**config.mk**
```make
export PLATFORM = sky130hd
export DESIGN_NAME = universal_shift_register
export DESIGN_NICKNAME = d
export VERILOG_FILES = /design/src/rtl/universal_shift_register.sv
export SDC_FILE = /design/constraint.sdc
export NUM_CORES = 1
export LEC_CHECK = 0
export CAP_MARGIN = 30
export CORE_ASPECT_RATIO = 0.8
export CORE_UTILIZATION = 42
export DETAILED_ROUTE_END_ITERATION = 12
export PLACE_DENSITY = 0.78
export SLEW_MARGIN = 20
export SYNTH_ARGS = -nofsm -noshare
export SYNTH_HDL_FRONTEND = slang
export SYNTH_SLANG_ARGS = --single-unit
```
**constraint.sdc**
```tcl
create_clock -name Clock -period 1.35 [get_ports Clock]
set_input_delay 0.27 -clock Clock [delete_from_list [all_inputs] [get_ports Clock]]
set_output_delay 0.27 -clock Clock [all_outputs]
set_load 0.02 [all_outputs]
```
**src/rtl/universal_shift_register.sv**
```systemverilog
// universal_shift_register
//   Parametrised universal shift register with single-step hold / shift right /
//   shift left / parallel load, plus an autonomous multi-step burst engine.
//
//   Optional feature macro: USR_ROTATE_EN
//     defined   : Rotate=1 feeds the shifted-out bit back in (rotate) for both
//                 single-step shifts and every burst shift.
//     undefined : Rotate is ignored; w is always the shift-in bit.
//
//   Ports:
//     Clock   in   1      rising-edge clock
//     Resetn  in   1      synchronous active-low reset
//     R       in   WIDTH  parallel load data
//     Mode    in   2      00 hold, 01 shift right, 10 shift left, 11 load R
//     w       in   1      serial input bit
//     Start   in   1      burst request
//     Dir     in   1      burst direction: 0 right, 1 left
//     Count   in   CW     number of burst shifts (0 = no burst)
//     Rotate  in   1      rotate request (USR_ROTATE_EN builds only)
//     Q       out  WIDTH  register contents
//     Sout_r  out  1      Q[0]
//     Sout_l  out  1      Q[WIDTH-1]
//     Busy    out  1      burst in progress
//     Done    out  1      one-cycle burst completion pulse
module universal_shift_register #(
  parameter int WIDTH = 8,
  parameter int CW    = 4
) (
  input  logic             Clock,
  input  logic             Resetn,
  input  logic [WIDTH-1:0] R,
  input  logic [1:0]       Mode,
  input  logic             w,
  input  logic             Start,
  input  logic             Dir,
  input  logic [CW-1:0]    Count,
  input  logic             Rotate,
  output logic [WIDTH-1:0] Q,
  output logic             Sout_r,
  output logic             Sout_l,
  output logic             Busy,
  output logic             Done
);

  localparam logic [0:0] IDLE  = 1'b0;
  localparam logic [0:0] SHIFT = 1'b1;

  logic [0:0]       state;
  logic [CW-1:0]    remaining;
  logic             dir_q;
  logic             rot_active;
  logic             in_r;
  logic             in_l;
  logic [WIDTH-1:0] q_shr;
  logic [WIDTH-1:0] q_shl;

`ifdef USR_ROTATE_EN
  assign rot_active = Rotate;
`else
  logic unused_rotate;
  assign unused_rotate = Rotate;
  assign rot_active    = 1'b0;
`endif

  // Shift-in bit: serial input, or the bit leaving the register when rotating.
  always_comb begin
    in_r  = rot_active ? Q[0]       : w;
    in_l  = rot_active ? Q[WIDTH-1] : w;
    q_shr = {in_r, Q[WIDTH-1:1]};
    q_shl = {Q[WIDTH-2:0], in_l};
  end

  assign Sout_r = Q[0];
  assign Sout_l = Q[WIDTH-1];

  always_ff @(posedge Clock) begin
    if (!Resetn) begin
      Q         <= '0;
      state     <= IDLE;
      remaining <= '0;
      dir_q     <= 1'b0;
      Busy      <= 1'b0;
      Done      <= 1'b0;
    end else begin
      Done <= 1'b0;
      if (state == IDLE) begin
        if (Start && (Count != '0)) begin
          // Acceptance edge: Q holds, Mode is ignored.
          remaining <= Count;
          dir_q     <= Dir;
          state     <= SHIFT;
          Busy      <= 1'b1;
        end else begin
          case (Mode)
            2'b00:   Q <= Q;
            2'b01:   Q <= q_shr;
            2'b10:   Q <= q_shl;
            default: Q <= R;
          endcase
        end
      end else begin
        Q         <= dir_q ? q_shl : q_shr;
        remaining <= remaining - 1'b1;
        if (remaining == CW'(1)) begin
          state <= IDLE;
          Busy  <= 1'b0;
          Done  <= 1'b1;
        end
      end
    end
  end

endmodule
```
==> flow_metrics.env <==
export IMPL_cp_required_ps=1550
export IMPL_grt_pass1_vias=1001
export IMPL_io_pin_count=32
export IMPL_synth_top_area_cell="dfxtp_1"
export IMPL_path_buf_inv=2
export IMPL_synth_cell_types=30
export IMPL_port_buffers=30
export IMPL_row_count=16
export IMPL_antenna_found_initial=0
export IMPL_wl_um=2810
export IMPL_crit_chain="dlygate4sd2_1, buf_4, nor4_4, o2bb2ai_4, a221oi_1"
export IMPL_ys_warn_count=0
export IMPL_synth_edff_count=0
export IMPL_synth_ff_type="dfxtp_1"
export IMPL_rsz0062_at_grt="yes"
export IMPL_overflow=0
export IMPL_numCtsBuffers=3
export IMPL_place_ws_ps=-541
export IMPL_slowest_stage="nor4_4"
export IMPL_n_antenna_cell=0
export IMPL_power_density_nw_per_um2=902
export IMPL_cts_tree="yes"
export IMPL_finalSetupTns_ps=0
export IMPL_cp_end_kind="flop"
export IMPL_synth_top_area_frac=0.297
export IMPL_cts_root_buf="clkbuf_4"
export IMPL_vias_per_cell=5.57
export IMPL_final_cells=194
export IMPL_clk_pin_slew_ps=100
export IMPL_netlist_top_cells_area="dfxtp_1 30%, mux2_2 8.3%, mux2i_1 7.4%, a221oi_1 6.5%, a22o_1 6.5%"
export IMPL_wl_per_cell_um=14.5
export IMPL_drtPass1Iterations=8
export IMPL_gp_congestion=0.796
export IMPL_hold_viol=0
export IMPL_final_cell_area_um2=1610
export IMPL_worst_pin_slew_ps=327
export IMPL_crit_arrival_ps=1520
export IMPL_grt_usage=0.220
export IMPL_fmax_mhz=759
export IMPL_syn_inst=111
export IMPL_ir_drop_v=0.000467
export IMPL_start_util=0.442
export IMPL_finClkSkew_ps=2.95
export IMPL_cp_num_cells=5
export IMPL_cts_setup_buffers=0
export IMPL_min_period_over_period=0.976
export IMPL_drv_slew=0
export IMPL_whs_path_depth=3
export IMPL_dpl_cell_area_um2=1550
export IMPL_dp_cells=190
export IMPL_grt_pass1_wl_um=4520
export IMPL_dieArea_um2=2780
export IMPL_grt_max_degree=11
export IMPL_avgSynthCellArea_um2=9.73
export IMPL_async_reset_ff_frac=0
export IMPL_fin_hold_ws_ps=408
export IMPL_setup_viol=0
export IMPL_synth_area_um2=1080
export IMPL_ant_nets=0
export IMPL_critPathLaunchType="input port"
export IMPL_core_um2=2440
export IMPL_worstSetupPathType="input port to flop"
export IMPL_clk_path_buf_depth=2
export IMPL_synth_nets=136
export IMPL_maxSlewHeadroom=0.782
export IMPL_drc=2
export IMPL_cp_max_fo=8
export IMPL_ys_seq_elements=16
export IMPL_finish_utilization=0.660
export IMPL_outcome="finished with violations"
export IMPL_finalNetCount=184
export IMPL_hpwlAfterDp_um=2160
export IMPL_vias=1081
export IMPL_cpPeakStageDelay_ps=330
export IMPL_p_leak_nw=0.714
export IMPL_area_growth_pct=49.4
export IMPL_cts_sinks=16
export IMPL_finalCriticalPeriod_ps=1320
export IMPL_drive_above_1_share=0.323
export IMPL_worstRegToRegCells=3
export IMPL_clock_latency_ps=290
export IMPL_h_tree_depth=1
export IMPL_first_iter_violations=50
export IMPL_synth_yosys_seq_area_share=0.297
export IMPL_fp_dieH_um=47.4
export IMPL_violations="DRC"
export IMPL_die_x_um=58.7
export IMPL_maxCapViolations=0
export IMPL_layout_setup_ws_ps=32.5
export IMPL_cp_top_family="compound AO/OA/AOI/OAI gates"
export IMPL_hp_class="input port to flop"
export IMPL_power_mw=1.46
[cell usage after synthesis, drive strengths merged (2+ instances only)]
cell type  number
mux2i           8
o21ai          10
buf             6
ha              5
inv            15
a22o            8
a2bb2oi         2
clkbuf          2
a21oi           3
o211ai          2
mux2            8
dfxtp          16
a221oi          9
a211oi          4
[area by class of cell]
| class | instances | area (um^2) |
|---|---|---|
| clock buffer | 4 | 36.3 |
| fill | 204 | 830 |
| inverter | 15 | 56.3 |
| multi-input combinational | 72 | 709 |
| sequential | 16 | 323 |
| tap | 36 | 45.0 |
| timing repair buffer | 51 | 443 |
[state kept, by name (all words and copies together), names as in the netlist]
signal and cells:
Busy 1, Done 1, Q 8, dir_q 1
remaining 4, state 1
[repair_timing]
action                                  4_1_cts  5_1_grt
hold buffers                                  0        0
gates resized for setup                      27       11
cloned                                        0        0
pin swaps                                     4        5
endpoints found under the setup margin       25        8
[power breakdown]
| part | internal, mW | switching [mW] |
|---|---|---|
| Sequential | 0.523 | 0.0397 |
| Combinational | 0.282 | 0.280 |
| Clock | 0.164 | 0.166 |
[layer usage]
layer / GRT usage / vias up / wire [um]
met5: 0 / - / 0
met4: 0.0714 / 0 / 9
met3: 0.0386 / 2 / 138
met2: 0.343 / 35 / 1310
met1: 0.312 / 524 / 1350
li1: - / 520 / -
[worst reg2reg max path: cells and delay by family (launching register included)]
family,cells,cell delay (ps)
AND/OR/NAND/NOR,1,560
AO/OA/AOI/OAI,2,310
flip-flops,1,350
[path summary, 6_finish.rpt]
check / endpoint / from / slack, ps
max: Q[6] / Count[3] / 30
max reg2reg: remaining[3] / remaining[0] / 60
min reg2reg: remaining[0] / remaining[0] / 490
min: remaining[1] / Count[1] / 410
[cell usage in the layout, fill, tap and decap left out, drive strengths merged]
cell type	n
mux2i	8
dlygate4sd2	16
nor2b	1
o211ai	2
nor3b	1
o21ai	10
nand2	1
a21oi	3
a2bb2oi	2
clkbuf	7
nand2b	1
or4b	1
nor4bb	1
dfxtp	16
buf	21
and2	1
nor4	1
a211oi	4
a22o	8
o22a	1
inv	15
o41ai	1
clkdlybuf4s50	11
ha	5
nand3b	1
a221oi	9
nor2	1
o2bb2ai	1
mux2	8
[cells by family (layout without fill, tap and decap cells)]
group                      after synthesis  after routing  share of synthesized area
AOI/OAI and AO/OA                       41             41                      0.309
and+or+nand+nor                         10             10                     0.0869
DFF                                     16             16                      0.297
adders and majority gates                5              5                     0.0579
buffers and inverters                   23             70                     0.0915
muxes                                   16             16                      0.158
(Power assumes the default switching activity.)
